<file path="src/rtl/decoder_if.sv">
// ----------------------------------------------------------------------------
// decoder_if -- fetch-to-decode bus and decoded-instruction result bus.
//
// Handshake: in_valid qualifies instr for one cycle; there is no back-pressure
// on this bus because the global rdy/rollback_signal/rst inputs of the decoder
// control when a word is taken. out_valid qualifies the registered decode
// fields. The fields are updated on every accepted edge even when out_valid is
// low, so consumers must look at them only while out_valid is high.
//
// Signals:
//   in_valid  fetch -> decoder  instr holds a fetched instruction this cycle
//   instr     fetch -> decoder  RV32I instruction word
//   out_valid decoder -> user   decode fields hold a decoded instruction
//   is_ls     decoder -> user   load or store
//   is_jump   decoder -> user   conditional branch (B-type)
//   optype    decoder -> user   operation code (0 = NOP/illegal)
//   rd/rs1/rs2 decoder -> user  register indices
//   imm       decoder -> user   decoded immediate
// ----------------------------------------------------------------------------
interface decoder_if;
    logic        in_valid;
    logic [31:0] instr;
    logic        out_valid;
    logic        is_ls;
    logic        is_jump;
    logic [5:0]  optype;
    logic [4:0]  rd;
    logic [4:0]  rs1;
    logic [4:0]  rs2;
    logic [31:0] imm;

    // Fetch side drives the instruction and observes the decode result.
    modport master (
        output in_valid, instr,
        input  out_valid, is_ls, is_jump, optype, rd, rs1, rs2, imm
    );

    // Decoder side takes the instruction and drives the decode result.
    modport slave (
        input  in_valid, instr,
        output out_valid, is_ls, is_jump, optype, rd, rs1, rs2, imm
    );
endinterface

</file>
<file path="src/rtl/decoder.sv">
// ----------------------------------------------------------------------------
// decoder -- single-cycle RV32I instruction decoder with registered outputs.
//
// Ports:
//   clk              rising-edge clock
//   rst              synchronous active-high reset, highest priority
//   rdy              global ready; low holds every output register
//   rollback_signal  synchronous flush; clears outputs even when rdy is low
//   bus              decoder_if.slave (in_valid/instr in, decode fields out)
//
// Combinational decode of instr feeds a bank of output registers. Decode is a
// pure function of the current word; nothing is carried between instructions.
// ----------------------------------------------------------------------------
module decoder (
    input  logic       clk,
    input  logic       rst,
    input  logic       rdy,
    input  logic       rollback_signal,
    decoder_if.slave   bus
);

    localparam logic [6:0] OPC_LUI    = 7'b0110111;
    localparam logic [6:0] OPC_AUIPC  = 7'b0010111;
    localparam logic [6:0] OPC_JAL    = 7'b1101111;
    localparam logic [6:0] OPC_JALR   = 7'b1100111;
    localparam logic [6:0] OPC_BRANCH = 7'b1100011;
    localparam logic [6:0] OPC_LOAD   = 7'b0000011;
    localparam logic [6:0] OPC_STORE  = 7'b0100011;
    localparam logic [6:0] OPC_OPIMM  = 7'b0010011;
    localparam logic [6:0] OPC_OP     = 7'b0110011;

    localparam logic [6:0] F7_BASE = 7'b0000000;
    localparam logic [6:0] F7_ALT  = 7'b0100000;

    localparam logic [5:0] OP_NOP   = 6'd0;
    localparam logic [5:0] OP_LUI   = 6'd1;
    localparam logic [5:0] OP_AUIPC = 6'd2;
    localparam logic [5:0] OP_JAL   = 6'd3;
    localparam logic [5:0] OP_JALR  = 6'd4;
    localparam logic [5:0] OP_BEQ   = 6'd5;
    localparam logic [5:0] OP_BGEU  = 6'd10;
    localparam logic [5:0] OP_LB    = 6'd11;
    localparam logic [5:0] OP_LHU   = 6'd15;
    localparam logic [5:0] OP_SB    = 6'd16;
    localparam logic [5:0] OP_SW    = 6'd18;
    localparam logic [5:0] OP_ADDI  = 6'd19;
    localparam logic [5:0] OP_ANDI  = 6'd24;
    localparam logic [5:0] OP_SLLI  = 6'd25;
    localparam logic [5:0] OP_SRAI  = 6'd27;
    localparam logic [5:0] OP_ADD   = 6'd28;
    localparam logic [5:0] OP_AND   = 6'd37;

    logic [31:0] instr;
    logic [6:0]  opcode;
    logic [2:0]  funct3;
    logic [6:0]  funct7;

    assign instr  = bus.instr;
    assign opcode = instr[6:0];
    assign funct3 = instr[14:12];
    assign funct7 = instr[31:25];

    logic [5:0]  optype_d, optype_q;
    logic [4:0]  rd_d, rd_q;
    logic [4:0]  rs1_d, rs1_q;
    logic [4:0]  rs2_d, rs2_q;
    logic [31:0] imm_d, imm_q;
    logic        is_ls_d, is_ls_q;
    logic        is_jump_d, is_jump_q;
    logic        out_valid_q;

    // Operation code. Every unmatched opcode/funct combination stays OP_NOP.
    always_comb begin
        optype_d = OP_NOP;
        case (opcode)
            OPC_LUI:   optype_d = OP_LUI;
            OPC_AUIPC: optype_d = OP_AUIPC;
            OPC_JAL:   optype_d = OP_JAL;
            OPC_JALR:  if (funct3 == 3'b000) optype_d = OP_JALR;
            OPC_BRANCH: begin
                case (funct3)
                    3'b000:  optype_d = 6'd5;
                    3'b001:  optype_d = 6'd6;
                    3'b100:  optype_d = 6'd7;
                    3'b101:  optype_d = 6'd8;
                    3'b110:  optype_d = 6'd9;
                    3'b111:  optype_d = 6'd10;
                    default: optype_d = OP_NOP;
                endcase
            end
            OPC_LOAD: begin
                case (funct3)
                    3'b000:  optype_d = 6'd11;
                    3'b001:  optype_d = 6'd12;
                    3'b010:  optype_d = 6'd13;
                    3'b100:  optype_d = 6'd14;
                    3'b101:  optype_d = 6'd15;
                    default: optype_d = OP_NOP;
                endcase
            end
            OPC_STORE: begin
                case (funct3)
                    3'b000:  optype_d = 6'd16;
                    3'b001:  optype_d = 6'd17;
                    3'b010:  optype_d = 6'd18;
                    default: optype_d = OP_NOP;
                endcase
            end
            OPC_OPIMM: begin
                case (funct3)
                    3'b000: optype_d = 6'd19;
                    3'b010: optype_d = 6'd20;
                    3'b011: optype_d = 6'd21;
                    3'b100: optype_d = 6'd22;
                    3'b110: optype_d = 6'd23;
                    3'b111: optype_d = 6'd24;
                    // Shift-immediates reuse the upper immediate bits as funct7.
                    3'b001: if (funct7 == F7_BASE) optype_d = 6'd25;
                    3'b101: begin
                        if (funct7 == F7_BASE)     optype_d = 6'd26;
                        else if (funct7 == F7_ALT) optype_d = 6'd27;
                    end
                    default: optype_d = OP_NOP;
                endcase
            end
            OPC_OP: begin
                if (funct7 == F7_BASE) begin
                    case (funct3)
                        3'b000:  optype_d = 6'd28;
                        3'b001:  optype_d = 6'd30;
                        3'b010:  optype_d = 6'd31;
                        3'b011:  optype_d = 6'd32;
                        3'b100:  optype_d = 6'd33;
                        3'b101:  optype_d = 6'd34;
                        3'b110:  optype_d = 6'd36;
                        default: optype_d = 6'd37;
                    endcase
                end else if (funct7 == F7_ALT) begin
                    // Only SUB and SRA have the alternate funct7.
                    if (funct3 == 3'b000)      optype_d = 6'd29;
                    else if (funct3 == 3'b101) optype_d = 6'd35;
                end
            end
            default: optype_d = OP_NOP;
        endcase
    end

    // Operand fields and immediate, selected by instruction class. Working from
    // the decoded optype (rather than the raw opcode) makes illegal words fall
    // out as all-zero without separate checks.
    always_comb begin
        logic is_b, is_s, is_r, is_ld, is_i, is_sh;
        is_b  = (optype_d >= OP_BEQ)  && (optype_d <= OP_BGEU);
        is_s  = (optype_d >= OP_SB)   && (optype_d <= OP_SW);
        is_r  = (optype_d >= OP_ADD)  && (optype_d <= OP_AND);
        is_ld = (optype_d >= OP_LB)   && (optype_d <= OP_LHU);
        is_i  = (optype_d >= OP_ADDI) && (optype_d <= OP_ANDI);
        is_sh = (optype_d >= OP_SLLI) && (optype_d <= OP_SRAI);

        is_ls_d   = is_ld || is_s;
        is_jump_d = is_b;

        rd_d  = '0;
        rs1_d = '0;
        rs2_d = '0;
        imm_d = '0;

        if ((optype_d != OP_NOP) && !is_b && !is_s) rd_d = instr[11:7];
        // JALR and every class numbered above it read rs1.
        if (optype_d >= OP_JALR) rs1_d = instr[19:15];
        if (is_b || is_s || is_r) rs2_d = instr[24:20];

        if (optype_d == OP_LUI || optype_d == OP_AUIPC) begin
            imm_d = {instr[31:12], 12'b0};
        end else if (optype_d == OP_JAL) begin
            imm_d = {{12{instr[31]}}, instr[19:12], instr[20], instr[30:21], 1'b0};
        end else if (is_b) begin
            imm_d = {{20{instr[31]}}, instr[7], instr[30:25], instr[11:8], 1'b0};
        end else if (is_s) begin
            imm_d = {{21{instr[31]}}, instr[30:25], instr[11:7]};
        end else if (is_sh) begin
            imm_d = {27'b0, instr[24:20]};
        end else if (is_i || is_ld || optype_d == OP_JALR) begin
            imm_d = {{21{instr[31]}}, instr[30:20]};
        end
    end

    // Output registers. rst beats rollback_signal beats rdy; a flush clears the
    // stage even while the pipeline is paused so a squashed word never leaks.
    always_ff @(posedge clk) begin
        if (rst || rollback_signal) begin
            out_valid_q <= 1'b0;
            optype_q    <= '0;
            rd_q        <= '0;
            rs1_q       <= '0;
            rs2_q       <= '0;
            imm_q       <= '0;
            is_ls_q     <= 1'b0;
            is_jump_q   <= 1'b0;
        end else if (rdy) begin
            out_valid_q <= bus.in_valid;
            optype_q    <= optype_d;
            rd_q        <= rd_d;
            rs1_q       <= rs1_d;
            rs2_q       <= rs2_d;
            imm_q       <= imm_d;
            is_ls_q     <= is_ls_d;
            is_jump_q   <= is_jump_d;
        end
    end

    assign bus.out_valid = out_valid_q;
    assign bus.optype    = optype_q;
    assign bus.rd        = rd_q;
    assign bus.rs1       = rs1_q;
    assign bus.rs2       = rs2_q;
    assign bus.imm       = imm_q;
    assign bus.is_ls     = is_ls_q;
    assign bus.is_jump   = is_jump_q;

endmodule

</file>
<file path="src/flat_wrapper.sv">
// flat-port wrapper written by rule: the top's interface ports become plain ports
module decoder_flat 
  (clk, rst, rdy, rollback_signal, bus_in_valid, bus_instr, bus_out_valid, bus_is_ls, bus_is_jump, bus_optype, bus_rd, bus_rs1, bus_rs2, bus_imm);
  decoder_if bus_i ();
  input  logic clk;
  input  logic rst;
  input  logic rdy;
  input  logic rollback_signal;
  input wire logic [$bits(bus_i.in_valid)-1:0] bus_in_valid;
  input wire logic [$bits(bus_i.instr)-1:0] bus_instr;
  output wire logic [$bits(bus_i.out_valid)-1:0] bus_out_valid;
  output wire logic [$bits(bus_i.is_ls)-1:0] bus_is_ls;
  output wire logic [$bits(bus_i.is_jump)-1:0] bus_is_jump;
  output wire logic [$bits(bus_i.optype)-1:0] bus_optype;
  output wire logic [$bits(bus_i.rd)-1:0] bus_rd;
  output wire logic [$bits(bus_i.rs1)-1:0] bus_rs1;
  output wire logic [$bits(bus_i.rs2)-1:0] bus_rs2;
  output wire logic [$bits(bus_i.imm)-1:0] bus_imm;
  assign bus_i.in_valid = bus_in_valid;
  assign bus_i.instr = bus_instr;
  assign bus_out_valid = bus_i.out_valid;
  assign bus_is_ls = bus_i.is_ls;
  assign bus_is_jump = bus_i.is_jump;
  assign bus_optype = bus_i.optype;
  assign bus_rd = bus_i.rd;
  assign bus_rs1 = bus_i.rs1;
  assign bus_rs2 = bus_i.rs2;
  assign bus_imm = bus_i.imm;
  decoder u_core (.clk(clk), .rst(rst), .rdy(rdy), .rollback_signal(rollback_signal), .bus(bus_i));
endmodule
</file>
<file path="config.mk">
export PLATFORM = sky130hd
export DESIGN_NAME = decoder_flat
export DESIGN_NICKNAME = d
export VERILOG_FILES = /design/src/rtl/decoder_if.sv /design/src/rtl/decoder.sv /design/src/flat_wrapper.sv
export SDC_FILE = /design/constraint.sdc
export NUM_CORES = 1
export LEC_CHECK = 0
export BUFFER_PORTS_ARGS = -buffer_cell sky130_fd_sc_hd__buf_2
export CAP_MARGIN = 20
export CORE_UTILIZATION = 38
export CTS_CLUSTER_DIAMETER = 50
export CTS_CLUSTER_SIZE = 25
export DETAILED_ROUTE_END_ITERATION = 16
export HOLD_SLACK_MARGIN = 0.03
export PLACE_DENSITY = 0.67
export SETUP_SLACK_MARGIN = 0.2
export SKIP_CTS_REPAIR_TIMING = 1
export SYNTH_ARGS = -nofsm -noshare
export SYNTH_HDL_FRONTEND = slang
export SYNTH_SLANG_ARGS = --single-unit
</file>
<file path="constraint.sdc">
create_clock -name clk -period 2.6 [get_ports clk]
set_input_delay 0.26 -clock clk [delete_from_list [all_inputs] [get_ports clk]]
set_output_delay 0.26 -clock clk [all_outputs]
set_load 0.1 [all_outputs]
</file>
==> impl_metrics.json <==
{
  "cts_buffers": 5,
  "io_pins": 93,
  "route.detailed.drc": 0,
  "async_flop_share": 0,
  "rr_startpoint": "u_core.bus.imm[19]",
  "arrival_ns": 2.54,
  "critPathKind": "input port to flip-flop",
  "final_cells": 551,
  "nFillCells": 756,
  "synth_flop_cell": "dfxtp_1",
  "avgSynthCellArea_um2": 8.22,
  "first_iter_violations": 219,
  "nets": 488,
  "endpoint_kind": "flip-flop",
  "synth_top_cell_by_area": "dfxtp_1",
  "cts_buffer_depth": 2,
  "synth_seq_cells": 56,
  "antenna_found_initial": 0,
  "syn_area_mm2": 0.00290,
  "design_area_mm2": 0.00368,
  "setup_tns_ns": 0,
  "worstHoldStart": "bus_instr[23]",
  "row_count": 31,
  "leakagePower_nw": 1.57,
  "start_util": 0.396,
  "crit_path_max_fanout": 7,
  "power_density_mw_per_mm2": 451,
  "ff_latch_area_mm2": 0.00112,
  "ant_nets": 0,
  "die_w_um": 89.4,
  "vias": 3010,
  "crit_start": "bus_instr[26]",
  "cts_tree": "yes",
  "ys_top_cells_by_area": "dfxtp_1, nor2b_1, o21ai_0, a31oi_1, a21oi_1",
  "relSlewSlack": 0.580,
  "worst_slew_pin_slew_ns": 0.629,
  "setup.worst_path.start_class": "input port",
  "reg2reg_slack_ns": 1.76,
  "dieArea_mm2": 0.00799,
  "placed_area_mm2": 0.00358,
  "drtPass1Iterations": 4,
  "status": "finished clean",
  "multi_input_area_mm2": 0.00166,
  "insertedDiodeCount": 0,
  "cts_sinks": 56,
  "wire_per_inst_um": 15.5,
  "io_buffers": 92,
  "yosysWarnings": 0,
  "clock_latency_ns": 0.31,
  "grt_overflow": 0,
  "synth_cell_types": 60,
  "htree_levels": 2,
  "hold_viol": 0,
  "max_freq_mhz": 436,
  "gp_congestion": 0.924,
  "die_h_um": 89.4,
  "irDropWorstVdd_v": 0.000306,
  "grt_pass1_wl_um": 13400,
  "grt_max_degree": 45,
  "setup_viol": 0,
  "layout_worst_path_cycle_share": 0.883,
  "synth_enable_flop_cells": 0,
  "syn_nets": 390,
  "synthesis.instances": 353,
  "dp.cells": 543,
  "final_layout_size_suffix_gt1_frac": 0.310,
  "final_common_cell": "buf_2",
  "area_growth_syn_to_layout_pct": 26.6,
  "track_usage": 0.217,
  "via_per_inst": 5.46,
  "fin_worst_skew_ns": 0,
  "hpwlAfterDp_um": 6420,
  "core-area_mm2": 0.00733,
  "cp.required_ns": 2.85,
  "period_needed_ns": 2.30,
  "yosysSeqAreaShare": 0.386,
  "rsz0062_at_grt": "false",
  "hold_class": "input port to flip-flop",
  "cap_viol_max_count": 0,
  "first_global_vias": 2681,
  "synth_top_area_share": 0.386,
  "slew_viol_final": 0,
  "finalWirelength_um": 8530,
  "final_cell_mix": "buf_2, dfxtp_1, nor2_1, o21ai_0, a21oi_1",
  "cts_root_buf": "clkbuf_8",
  "cts.reportedPaths.clkPinSlew_ns": 0.11
}
-- worst max-delay path, stage by stage --
cell and delay, ns:
buf_2 0.13, nor4_4 0.26, buf_4 0.19, nand3b_1 0.08, a211oi_1 0.44, nor4_1 0.12
buf_4 0.18, o21ai_4 0.16, a21oi_2 0.08, or4_1 0.50, a21oi_1 0.16
-- layer usage --
metal  vias to the layer above  global-route usage  part of all wire
met4                         0              0.0563             0.014
met1                      1400               0.301              0.48
met5                         -                   0                 0
li1                       1504                   -                 -
met2                        95               0.345              0.44
met3                        11              0.0452             0.059
-- where the power goes --
group          internal (mW)  total [mW]  switching, mW
sequential             0.867       0.871        0.00433
combinational         0.0844       0.287          0.202
clock                  0.197       0.498          0.301
total                   1.15        1.66          0.508
-- area by class of cell --
cell class              instances  share of cell area
flip-flops and latches         56               0.305
multi-input cells             268               0.451
well taps                      99              0.0337
clock buffers                   5              0.0187
inverters                       1             0.00102
clock inverters                 3             0.00681
repair buffers                119               0.184
-- final timing paths --
path | end | cells after the start
setup / recovery | u_core.bus.imm[0] | 11
hold / removal | u_core.bus.imm[3] | 2
setup reg to reg | u_core.bus.imm[19] | 3
hold reg to reg | u_core.bus.rs1[2] | 2
-- cells in the mapped netlist, types with 3 or more instances --
| library cell | count |
|---|---|
| a211oi_1 | 8 |
| a21o_1 | 4 |
| a21oi_1 | 27 |
| a22o_1 | 4 |
| a31oi_1 | 22 |
| a32o_1 | 6 |
| buf_2 | 6 |
| clkbuf_1 | 18 |
| dfxtp_1 | 56 |
| nand2_1 | 21 |
| nand2b_1 | 11 |
| nand3_1 | 11 |
| nand3b_1 | 3 |
| nand4_1 | 3 |
| nor2_1 | 33 |
| nor2b_1 | 25 |
| nor3_1 | 7 |
| o2111ai_1 | 3 |
| o21ai_0 | 28 |
-- sequential cells by signal, indices dropped and copies added, names as in the netlist --
register and cells:
u_core.bus.rs1 5, u_core.bus.rs2 5, u_core.bus.imm 32, u_core.bus.is_ls 1, u_core.bus.rd 5, u_core.bus.optype 6, u_core.bus.out_valid 1, u_core.bus.is_jump 1
-- stage by stage --
step	hold slack (ns)	setup WS [ns]	total power, mW	util
global route	0.168	0.207	1.73	0.501
CTS	0.162	0.363	1.67	0.501
finish	0.171	0.304	1.66	0.501
global placement	0.450	0.0203	1.17	0.489
detailed placement	0.453	0.0439	1.18	0.489
floorplan	0.370	0.213	1.08	-
-- cells by family after synthesis --
| logic type | synth area share |
|---|---|
| compound gates | 0.283 |
| xor+xnor | 0.00905 |
| buf+inv | 0.0427 |
| flops | 0.386 |
| mux | 0.0108 |
| simple gates | 0.269 |
Power figures use the tool's default switching activity.
